[src/rtl/march_bist_ctrl_pkg.sv]
// Shared definitions for the March C- BIST controller: defaults, FSM states
// and the per-element march table.
package march_bist_ctrl_pkg;

    localparam int ADDR_WIDTH_DEF = 8;
    localparam int WORD_WIDTH_DEF = 4;
    localparam int NUM_ELEMS      = 6;

    typedef enum logic [1:0] {
        ST_IDLE  = 2'd0,
        ST_RUN   = 2'd1,
        ST_DRAIN = 2'd2,
        ST_DONE  = 2'd3
    } state_t;

    typedef struct packed {
        logic two_ops;
        logic descending;
        logic op0_write;
        logic op0_pol;
        logic op1_write;
        logic op1_pol;
    } elem_cfg_t;

    // March C-: up(w0) up(r0,w1) up(r1,w0) down(r0,w1) down(r1,w0) up(r0)
    function automatic elem_cfg_t elem_cfg(input logic [2:0] elem);
        elem_cfg_t cfg;
        cfg = '{two_ops: 1'b0, descending: 1'b0, op0_write: 1'b1,
                op0_pol: 1'b0, op1_write: 1'b0, op1_pol: 1'b0};
        case (elem)
            3'd1: cfg = '{1'b1, 1'b0, 1'b0, 1'b0, 1'b1, 1'b1};
            3'd2: cfg = '{1'b1, 1'b0, 1'b0, 1'b1, 1'b1, 1'b0};
            3'd3: cfg = '{1'b1, 1'b1, 1'b0, 1'b0, 1'b1, 1'b1};
            3'd4: cfg = '{1'b1, 1'b1, 1'b0, 1'b1, 1'b1, 1'b0};
            3'd5: cfg = '{1'b0, 1'b0, 1'b0, 1'b0, 1'b0, 1'b0};
            default: cfg = '{1'b0, 1'b0, 1'b1, 1'b0, 1'b0, 1'b0};
        endcase
        return cfg;
    endfunction

endpackage

[src/rtl/march_bist_ctrl_if.sv]
// SRAM-side port bundle of the BIST controller; master is the BIST sequencer,
// slave is the SRAM (through its functional/BIST muxes).
interface march_bist_ctrl_if #(
    parameter int ADDR_WIDTH = 8,
    parameter int WORD_WIDTH = 4
) ();
    logic                  bist_sel;
    logic [ADDR_WIDTH-1:0] sram_addr;
    logic [WORD_WIDTH-1:0] sram_din;
    logic                  sram_we;
    logic [WORD_WIDTH-1:0] sram_dout;

    modport master (
        output bist_sel, sram_addr, sram_din, sram_we,
        input  sram_dout
    );

    modport slave (
        input  bist_sel, sram_addr, sram_din, sram_we,
        output sram_dout
    );
endinterface

[src/rtl/march_elem_decode.sv]
// Combinational lookup of the march table: what the current (element, op)
// pair does, and whether it is the last op at an address.
module march_elem_decode
    import march_bist_ctrl_pkg::*;
(
    input  logic [2:0] elem,
    input  logic       op_idx,
    output logic       is_write,
    output logic       polarity,
    output logic       descending,
    output logic       last_op
);

    elem_cfg_t cfg;

    always_comb begin
        cfg        = elem_cfg(elem);
        is_write   = op_idx ? cfg.op1_write : cfg.op0_write;
        polarity   = op_idx ? cfg.op1_pol   : cfg.op0_pol;
        descending = cfg.descending;
        last_op    = op_idx || !cfg.two_ops;
    end

endmodule

[src/rtl/march_bist_ctrl.sv]
// March C- BIST sequencer: walks the SRAM one operation per cycle and checks
// read data through a one-stage compare pipeline.
module march_bist_ctrl
    import march_bist_ctrl_pkg::*;
#(
    parameter int                    ADDR_WIDTH     = ADDR_WIDTH_DEF,
    parameter int                    WORD_WIDTH     = WORD_WIDTH_DEF,
    parameter logic [WORD_WIDTH-1:0] BG_PATTERN     = '0,
    parameter int                    FAIL_CNT_WIDTH = 8
) (
    input  logic                      clk,
    input  logic                      rst,
    input  logic                      start,
    march_bist_ctrl_if.master         sram,
    output logic                      busy,
    output logic                      done,
    output logic                      pass,
    output logic                      fail,
    output logic [ADDR_WIDTH-1:0]     fail_addr,
    output logic [ADDR_WIDTH-1:0]     first_fail_addr,
    output logic [FAIL_CNT_WIDTH-1:0] fail_count,
    output logic [2:0]                cur_elem
);

    state_t                state, state_nxt;
    logic [2:0]            elem_q;
    logic                  op_q;
    logic [ADDR_WIDTH-1:0] idx_q;
    logic                  drain_q;

    logic                  is_write, polarity, descending, last_op;
    logic                  idx_end, last_elem, run_last, start_run;
    logic [ADDR_WIDTH-1:0] op_addr;
    logic [WORD_WIDTH-1:0] op_data;

    logic                  cmp_valid;
    logic [ADDR_WIDTH-1:0] cmp_addr;
    logic [WORD_WIDTH-1:0] cmp_exp;
    logic                  mismatch;

    march_elem_decode u_decode (
        .elem       (elem_q),
        .op_idx     (op_q),
        .is_write   (is_write),
        .polarity   (polarity),
        .descending (descending),
        .last_op    (last_op)
    );

    // The sweep index always counts up; descending elements see it inverted,
    // so every element simply reloads the index to zero on entry.
    assign op_addr   = descending ? ~idx_q : idx_q;
    assign op_data   = polarity ? ~BG_PATTERN : BG_PATTERN;
    assign idx_end   = (idx_q == '1);
    assign last_elem = (elem_q == 3'(NUM_ELEMS - 1));
    assign run_last  = last_op && idx_end && last_elem;
    assign start_run = start && ((state == ST_IDLE) || (state == ST_DONE));
    assign mismatch  = cmp_valid && (sram.sram_dout != cmp_exp);

    always_ff @(posedge clk) begin
        if (rst) state <= ST_IDLE;
        else     state <= state_nxt;
    end

    always_comb begin
        state_nxt      = state;
        busy           = 1'b0;
        done           = 1'b0;
        pass           = 1'b0;
        cur_elem       = elem_q;
        sram.bist_sel  = 1'b0;
        sram.sram_we   = 1'b0;
        sram.sram_addr = '0;
        sram.sram_din  = '0;
        case (state)
            ST_IDLE:  if (start) state_nxt = ST_RUN;
            ST_RUN: begin
                if (run_last) state_nxt = ST_DRAIN;
                busy           = 1'b1;
                sram.bist_sel  = 1'b1;
                sram.sram_we   = is_write;
                sram.sram_addr = op_addr;
                sram.sram_din  = op_data;
            end
            ST_DRAIN: begin
                if (drain_q) state_nxt = ST_DONE;
                busy          = 1'b1;
                sram.bist_sel = 1'b1;
            end
            ST_DONE: begin
                if (start) state_nxt = ST_RUN;
                done = 1'b1;
                pass = (fail_count == '0);
            end
            default: state_nxt = ST_IDLE;
        endcase
    end

    always_ff @(posedge clk) begin
        if (rst || start_run) begin
            elem_q  <= '0;
            op_q    <= 1'b0;
            idx_q   <= '0;
            drain_q <= 1'b0;
        end else if (state == ST_RUN) begin
            if (!last_op) begin
                op_q <= 1'b1;
            end else begin
                op_q  <= 1'b0;
                idx_q <= idx_q + 1'b1;
                if (idx_end && !last_elem) elem_q <= elem_q + 3'd1;
            end
        end else if (state == ST_DRAIN) begin
            drain_q <= 1'b1;
        end
    end

    // The compare keeps running through DRAIN so the last reads still count.
    always_ff @(posedge clk) begin
        if (rst) begin
            cmp_valid       <= 1'b0;
            cmp_addr        <= '0;
            cmp_exp         <= '0;
            fail            <= 1'b0;
            fail_addr       <= '0;
            first_fail_addr <= '0;
            fail_count      <= '0;
        end else begin
            cmp_valid <= (state == ST_RUN) && !is_write;
            cmp_addr  <= op_addr;
            cmp_exp   <= op_data;
            fail      <= mismatch;
            if (mismatch) fail_addr <= cmp_addr;
            if (start_run) begin
                fail_count      <= '0;
                first_fail_addr <= '0;
            end else if (mismatch) begin
                if (fail_count != '1) fail_count <= fail_count + 1'b1;
                if (fail_count == '0) first_fail_addr <= cmp_addr;
            end
        end
    end

endmodule

[src/flat_wrapper.sv]
// flat-port wrapper written by rule: the top's interface ports become plain ports
module march_bist_ctrl_flat import march_bist_ctrl_pkg::*;
#(
    parameter int                    ADDR_WIDTH     = ADDR_WIDTH_DEF,
    parameter int                    WORD_WIDTH     = WORD_WIDTH_DEF,
    parameter logic [WORD_WIDTH-1:0] BG_PATTERN     = '0,
    parameter int                    FAIL_CNT_WIDTH = 8
)
  (clk, rst, start, busy, done, pass, fail, fail_addr, first_fail_addr, fail_count, cur_elem, sram_bist_sel, sram_sram_addr, sram_sram_din, sram_sram_we, sram_sram_dout);
  march_bist_ctrl_if #(.ADDR_WIDTH(ADDR_WIDTH), .WORD_WIDTH(WORD_WIDTH)) sram_i ();
  input  logic clk;
  input  logic rst;
  input  logic start;
  output logic busy;
  output logic done;
  output logic pass;
  output logic fail;
  output logic [ADDR_WIDTH-1:0] fail_addr;
  output logic [ADDR_WIDTH-1:0] first_fail_addr;
  output logic [FAIL_CNT_WIDTH-1:0] fail_count;
  output logic [2:0] cur_elem;
  output wire logic [$bits(sram_i.bist_sel)-1:0] sram_bist_sel;
  output wire logic [$bits(sram_i.sram_addr)-1:0] sram_sram_addr;
  output wire logic [$bits(sram_i.sram_din)-1:0] sram_sram_din;
  output wire logic [$bits(sram_i.sram_we)-1:0] sram_sram_we;
  input wire logic [$bits(sram_i.sram_dout)-1:0] sram_sram_dout;
  assign sram_bist_sel = sram_i.bist_sel;
  assign sram_sram_addr = sram_i.sram_addr;
  assign sram_sram_din = sram_i.sram_din;
  assign sram_sram_we = sram_i.sram_we;
  assign sram_i.sram_dout = sram_sram_dout;
  march_bist_ctrl #(.ADDR_WIDTH(ADDR_WIDTH), .WORD_WIDTH(WORD_WIDTH), .BG_PATTERN(BG_PATTERN), .FAIL_CNT_WIDTH(FAIL_CNT_WIDTH)) u_core (.clk(clk), .rst(rst), .start(start), .sram(sram_i), .busy(busy), .done(done), .pass(pass), .fail(fail), .fail_addr(fail_addr), .first_fail_addr(first_fail_addr), .fail_count(fail_count), .cur_elem(cur_elem));
endmodule
[config.mk]
export PLATFORM = sky130hd
export DESIGN_NAME = march_bist_ctrl_flat
export DESIGN_NICKNAME = d
export VERILOG_FILES = /design/src/rtl/march_bist_ctrl_pkg.sv /design/src/rtl/march_bist_ctrl_if.sv /design/src/rtl/march_elem_decode.sv /design/src/rtl/march_bist_ctrl.sv /design/src/flat_wrapper.sv
export SDC_FILE = /design/constraint.sdc
export NUM_CORES = 1
export LEC_CHECK = 0
export CORE_MARGIN = 2
export CORE_UTILIZATION = 54
export CTS_CLUSTER_DIAMETER = 40
export DETAILED_ROUTE_END_ITERATION = 10
export PLACE_DENSITY = 0.86
export SLEW_MARGIN = 20
export SYNTH_ARGS = -nofsm -noshare
export SYNTH_HDL_FRONTEND = slang
export SYNTH_SLANG_ARGS = --single-unit
[constraint.sdc]
create_clock -name clk -period 3.1 [get_ports clk]
set_clock_uncertainty 0.15 [all_clocks]
set_input_delay 0.62 -clock clk [delete_from_list [all_inputs] [get_ports clk]]
set_output_delay 0.62 -clock clk [all_outputs]
set_load 0.05 [all_outputs]
==> results_dict.tcl, run 1 <==
set metrics [dict create \
    start_kind "flip-flop" \
    vias 2128 \
    yosys_register_bits 50 \
    async_flop_share_pct 0 \
    final_min_period_over_clock_period_pct 94.9 \
    ys_types 39 \
    drcViolationCount 0 \
    synth_area_um2 2450 \
    wire_per_inst_um 14.0 \
    slew_viol_final 0 \
    rows 24 \
    worstPathMaxFanout 10 \
    synth_nets 309 \
    synth_enable_flop_cells 0 \
    first_pass_iters 5 \
    net-switching-power_uw 577 \
    avgSynthCellArea_um2 8.51 \
    grt_setup_unrepaired "false" \
    sequential_share_of_the_synthesized_area_pct 40.8 \
    fillers 335 \
    simple_gate_area_share_of_the_yosys_netlist_pct 26.4 \
    cts_inserted_buffers 5 \
    drt-initial-drc-count 125 \
    hpwlAfterDp_um 3960 \
    design.core.area_um2 4350 \
    grt_remaining_overflow 0 \
    insertion_delay_ps 310 \
    finalSetupViolCount 0 \
    globalRouteTotalUtil_pct 21.9 \
    synth_area_leaders "sky130_fd_sc_hd__dfxtp_1 (41%), sky130_fd_sc_hd__ha_1 (7.1%), sky130_fd_sc_hd__nand3_1 (5.9%), sky130_fd_sc_hd__and2_1 (4.8%), sky130_fd_sc_hd__nand2_1 (4.0%)" \
    ioPinCount 52 \
    die-height_um 71.4 \
    clock_power_share_pct 25.7 \
    final-instance-count-excl-fill 386 \
    power.switching_fraction_pct 36.9 \
    synth-compound-area-share_pct 10.3 \
    p_seq_share_pct 44.0 \
    insertedDiodeCount 0 \
    timing_hold_violations_final 0 \
    final_design_area_no_fill_um2 3140 \
    muxShareOfSynthArea_pct 2.55 \
    floorplan.die.width_um 71.4 \
    final.setup.tns_ps 0 \
    vdd.ir_drop.worst_v 0.000387 \
    synth_largest_type_area_fraction_pct 40.8 \
    dpl.cell_count 378 \
    combinational_group_share_of_total_power_pct 30.3 \
    postRouteWirelength_um 5410 \
    tritoncts_num_sinks 50 \
    synth_area_leader_cell "sky130_fd_sc_hd__dfxtp_1" \
    clk_transition_reported_paths_ps 100 \
    relSlewSlack_pct 66.0 \
    areaGrowthSynthToFinish_pct 28.1 \
    maxCapViolCount 0 \
    p_per_area_nw_per_um2 498 \
    grt_first_pass_wirelength_um 8970 \
    utilization_pct 72.1 \
    place_area_um2 3030 \
    port_buffers 51 \
    worst-setup-path-type "flip-flop to output pin" \
    post_synth_inst_count 288 \
    finalNetCount 354 \
    post-layout-total-power_mw 1.56 \
    crit_required_ps 2330 \
    ff2ff_setup_slack_ps 550 \
    clock_path_buffers 2 \
    synth_top_flop_cell "sky130_fd_sc_hd__dfxtp_1" \
    final_period_minus_worst_setup_slack_ps 2940 \
    first_global_vias 2005 \
    htree_levels 2 \
    starting_utilization_of_the_core_area_pct 56.3 \
    max_slew.worst_pin.slew_ps 509 \
    synth_top_family_by_area "simple AND/OR/NAND/NOR gates" \
    grt_antenna_before_repair 0 \
    arrival_ps 2170 \
    die_area_um2 5090 \
    pin_count_of_the_biggest_net_entering_global_routing 23 \
    route.detailed.vias_per_inst 5.51 \
    post_synth_xor_area_fraction_pct 6.07 \
    tritoncts "yes" \
    synth_fa_ha_area_share_pct 7.15 \
    route.antenna.remaining_nets 0 \
    setup.worst_path.end_class "output pin" \
    proportion_of_layout_cells_with_a_drive_suffix_above_1_pct 10.2 \
    clock.fmax_mhz 340 \
    min-delay-path-class "flip-flop to flip-flop" \
    synth_warnings 0 \
    status "complete, no violations" \
    power_leakage_nw 1.17 \
    globalplace.congestion 0.853 \
    cts_post_setup_buffers_inserted 0 \
    clk_root_buffer_cell "sky130_fd_sc_hd__clkbuf_8" \
    internal_power_uw 987 \
]
-- layer usage --
layer	track usage, %	vias up	wire [um]
li1	-	1067	-
met1	27.2	986	2310
met2	39.1	66	2740
met3	3.09	9	280
met4	7.13	0	86
met5	0	-	0
-- through the flow --
step,setup slack [ps],hold WS [ps]
floorplan,47.2,286
global placement,496,295
detailed placement,437,303
CTS,67.3,315
global route,37.3,333
finish,159,311
-- critical path, stage by stage, from the launching register on --
cell	delay [ps]
sky130_fd_sc_hd__dfxtp_2	470
sky130_fd_sc_hd__inv_1	110
sky130_fd_sc_hd__ha_1	350
sky130_fd_sc_hd__inv_1	100
sky130_fd_sc_hd__nand3_1	90
sky130_fd_sc_hd__o21ai_0	80
sky130_fd_sc_hd__a221o_1	320
sky130_fd_sc_hd__and2_1	160
sky130_fd_sc_hd__buf_4	180
-- placed cells by master (no fill, tap or decap), types with 7 or more instances in the layout --
| cell | n |
|---|---|
| sky130_fd_sc_hd__nand3_1 | 29 |
| sky130_fd_sc_hd__xor2_1 | 7 |
| sky130_fd_sc_hd__buf_4 | 11 |
| sky130_fd_sc_hd__xnor2_1 | 10 |
| sky130_fd_sc_hd__nor2_1 | 22 |
| sky130_fd_sc_hd__o21ai_0 | 15 |
| sky130_fd_sc_hd__inv_1 | 16 |
| sky130_fd_sc_hd__ha_1 | 14 |
| sky130_fd_sc_hd__buf_12 | 8 |
| sky130_fd_sc_hd__and2_1 | 19 |
| sky130_fd_sc_hd__clkdlybuf4s50_1 | 38 |
| sky130_fd_sc_hd__a21oi_1 | 16 |
| sky130_fd_sc_hd__dfxtp_1 | 49 |
| sky130_fd_sc_hd__nand2_1 | 26 |
-- registers in the layout, indices dropped and copies added (netlist names) --
| signal | flops |
|---|---|
| u_core.op_q | 1 |
| u_core.state | 2 |
| u_core.cmp_exp | 1 |
| u_core.idx_q | 8 |
| u_core.fail_count | 8 |
| u_core.fail_addr | 8 |
| u_core.cmp_valid | 1 |
| u_core.drain_q | 1 |
| u_core.cur_elem | 3 |
| u_core.fail | 1 |
| u_core.first_fail_addr | 8 |
| u_core.cmp_addr | 8 |
-- logic make-up (layout without fill, tap and decap cells) --
kind of cell             count (synthesis)  in the layout
AO/OA/AOI/OAI                           42             42
XOR/XNOR                                17             17
adder cells (fa/ha/maj)                 14             14
buffers and inverters                   35             81
flip-flops                              50             50
multiplexers                             6              6
AND/OR/NAND/NOR                        124            124
-- cell type report --
| class | instances | area, um^2 | area share, % |
|---|---|---|---|
| inverters | 16 | 60.1 | 1.91 |
| multi-input cells | 203 | 1290 | 41.2 |
| clock buffers | 5 | 68.8 | 2.19 |
| well taps | 52 | 65.1 | 2.07 |
| repair buffers | 57 | 623 | 19.8 |
| clock inverters | 3 | 28.8 | 0.916 |
| flip-flops and latches | 50 | 1000 | 31.9 |
-- repair_timing --
item / CTS / global route
gates resized for setup: 0 / 2
hold buffers: 0 / 0
setup endpoints to repair: 0 / 13
-- power by group through the flow --
stage,Sequential (mW),Combinational [mW],Clock (mW)
after floorplan,0.697,0.339,0
after global placement,0.702,0.452,0
after detailed placement,0.702,0.467,0
after CTS,0.688,0.474,0.410
after global routing,0.692,0.508,0.434
final,0.688,0.473,0.403
-- cells in the mapped netlist, drive strengths merged, types with 4 or more instances --
cell type and n:
inv 16, o21ai 15, dfxtp 50, nand3 30, a21oi 17, and3 6, clkbuf 8, mux2i 4
xor2 7, and2 19, or3 5, nor2 22, xnor2 10, nand2 27, buf 11, ha 14
nand4 6
-- path summary, 6_finish.rpt --
check,end,from,depth (start not counted)
max,sram_sram_we,u_core.cur_elem[2],8
min,u_core.fail_addr[4],u_core.fail_addr[4],2
max reg2reg,u_core.state[1],u_core.cur_elem[1],7
min reg2reg,u_core.fail_addr[4],u_core.fail_addr[4],2
Power figures use the tool's default switching activity.
==> run 2: changes to the inputs <==
--- a/config.mk
+++ b/config.mk
@@ -6,10 +6,10 @@
 export NUM_CORES = 1
 export LEC_CHECK = 0
 export CORE_MARGIN = 2
-export CORE_UTILIZATION = 54
+export CORE_UTILIZATION = 51
 export CTS_CLUSTER_DIAMETER = 40
 export DETAILED_ROUTE_END_ITERATION = 10
-export PLACE_DENSITY = 0.86
+export PLACE_DENSITY = 0.82
 export SLEW_MARGIN = 20
 export SYNTH_ARGS = -nofsm -noshare
 export SYNTH_HDL_FRONTEND = slang
==> constraint.sdc (replaced) <==
create_clock -name clk -period 3.3 [get_ports clk]
set_clock_uncertainty 0.15 [all_clocks]
set_input_delay 0.66 -clock clk [delete_from_list [all_inputs] [get_ports clk]]
set_output_delay 0.66 -clock clk [all_outputs]
set_load 0.05 [all_outputs]
==> run 2 against run 1 <==
Against the previous run: hold slack better by 0.65 ps; critical path depth stayed put; power is 7.6% lower; core utilization is 5.6 points lower; setup slack better by 83 ps; global-route usage is 2.2 points lower; sequential power is 6.0% lower; sequential share of layout area is 0.18 points higher; die area is 5.6% higher; non-clock buffer count is 2 lower.
==> results_dict.tcl, run 2 (synthesis gave the netlist of run 1 again) <==
set metrics [dict create \
    max_slew.worst_pin.slew_ps 677 \
    port_buffers 51 \
    grt_antenna_before_repair 0 \
    first_pass_iters 4 \
    slew_viol_final 0 \
    dpl.cell_count 378 \
    clock_path_buffers 2 \
    finalNetCount 352 \
    tritoncts "yes" \
    insertedDiodeCount 0 \
    tritoncts_num_sinks 50 \
    cts.hold.buffers_added 0 \
    final.setup.tns_ps 0 \
    min-delay-path-class "flip-flop to flip-flop" \
    design.core.area_um2 4690 \
    ioPinCount 52 \
    first_global_vias 1866 \
    proportion_of_layout_cells_with_a_drive_suffix_above_1_pct 9.34 \
    power_leakage_nw 1.16 \
    layout.cells.most_common "sky130_fd_sc_hd__dfxtp_1" \
    final_min_period_over_clock_period_pct 92.7 \
    cp_slowest_stage_delay_ps 550 \
    finalSetupViolCount 0 \
    grt_setup_unrepaired "false" \
    vias 2025 \
    critPathBufInv 3 \
    final_period_minus_worst_setup_slack_ps 3060 \
    cts_post_setup_buffers_inserted 0 \
    postRouteWirelength_um 4930 \
    timing.critical_path.slowest_stage_cell "sky130_fd_sc_hd__dfxtp_1" \
    setup.worst_path.end_class "output pin" \
    worst-setup-path-type "flip-flop to output pin" \
    route.detailed.vias_per_inst 5.25 \
    cts_inserted_buffers 5 \
    die-height_um 73.3 \
    p_per_area_nw_per_um2 463 \
    layout.cells.most_common_list "sky130_fd_sc_hd__dfxtp_1 (50), sky130_fd_sc_hd__clkdlybuf4s50_1 (38), sky130_fd_sc_hd__nand3_1 (29), sky130_fd_sc_hd__nand2_1 (26), sky130_fd_sc_hd__nor2_1 (22)" \
    globalplace.congestion 0.863 \
    clk_root_buffer_cell "sky130_fd_sc_hd__clkbuf_8" \
    starting_utilization_of_the_core_area_pct 52.2 \
    rows 25 \
    grt_remaining_overflow 0 \
    worst_path_most_repeated_cell "sky130_fd_sc_hd__inv_1" \
    crit_required_ps 2490 \
    htree_levels 2 \
    worst_path_dominant_cell_family "flip-flops" \
    maxCapViolCount 0 \
    drcViolationCount 0 \
    final-instance-count-excl-fill 386 \
    hpwlAfterDp_um 3630 \
    crit_path_cell_trace "inv_1 -> ha_1 -> inv_1 -> nand3_1 -> o21ai_0 -> a221o_1 -> and2_1 -> buf_4" \
    arrival_ps 2250 \
    drt-initial-drc-count 111 \
    clock.fmax_mhz 327 \
    route.antenna.remaining_nets 0 \
    die_area_um2 5380 \
    ff2ff_setup_slack_ps 810 \
    wire_per_inst_um 12.8 \
    status "complete, no violations" \
    areaGrowthSynthToFinish_pct 27.3 \
    clk_transition_reported_paths_ps 100 \
    grt_first_pass_wirelength_um 8470 \
    vdd.ir_drop.worst_v 0.000226 \
    utilization_pct 66.5 \
    start_kind "flip-flop" \
    floorplan.die.width_um 73.3 \
    timing_hold_violations_final 0 \
    fin_hold_ws_ps 311 \
    post-layout-total-power_mw 1.45 \
    worstPathMaxFanout 10 \
    globalRouteTotalUtil_pct 19.8 \
    relSlewSlack_pct 54.9 \
    insertion_delay_ps 300 \
    pin_count_of_the_biggest_net_entering_global_routing 23 \
    cts_resized 0 \
]
[run 2: per-layer routing]
layer  up-vias  GRT usage (%)  part of all wire, %
met5         -              0                    0
met4         0           6.46                 0.39
met3         2           3.02                  2.9
met2        30           33.6                   50
met1       937           25.6                   47
li1       1056              -                    -
[run 2: final timing paths]
path | from | endpoint | depth (start not counted)
setup reg to reg | u_core.cur_elem[2] | u_core.state[1] | 6
hold reg to reg | u_core.fail_addr[6] | u_core.fail_addr[6] | 2
hold / removal | u_core.fail_addr[6] | u_core.fail_addr[6] | 2
setup / recovery | u_core.cur_elem[2] | sram_sram_we | 8
[run 2: power breakdown]
group          internal, mW  leakage, nW  switching [mW]  total, mW
registers             0.625        0.403          0.0220      0.647
clock network         0.157       0.0502           0.220      0.378
logic                 0.137        0.704           0.285      0.421
total                 0.919         1.16           0.527       1.45
[run 2: worst register-to-register path, cell delays in order (launching register included)]
cell	delay, ps
sky130_fd_sc_hd__dfxtp_1	550
sky130_fd_sc_hd__inv_1	140
sky130_fd_sc_hd__ha_1	350
sky130_fd_sc_hd__a221o_1	450
sky130_fd_sc_hd__nand4_1	170
sky130_fd_sc_hd__a21oi_1	250
sky130_fd_sc_hd__mux2_1	340
[run 2: cell type report]
type	instances	area (um^2)
timing repair buffer	55	608
clock inverter	3	28.8
fill	396	1570
sequential	50	1000
multi-input combinational	203	1280
clock buffer	5	68.8
tap	54	67.6
inverter	16	60.1
[run 2: per-stage QoR]
stage               cell area (um^2)  worst slack, ps
finish                          3120              242
global route                    3120             89.2
CTS                             3120              224
detailed placement              3020              582
global placement                3020              636
floorplan                       2450              207
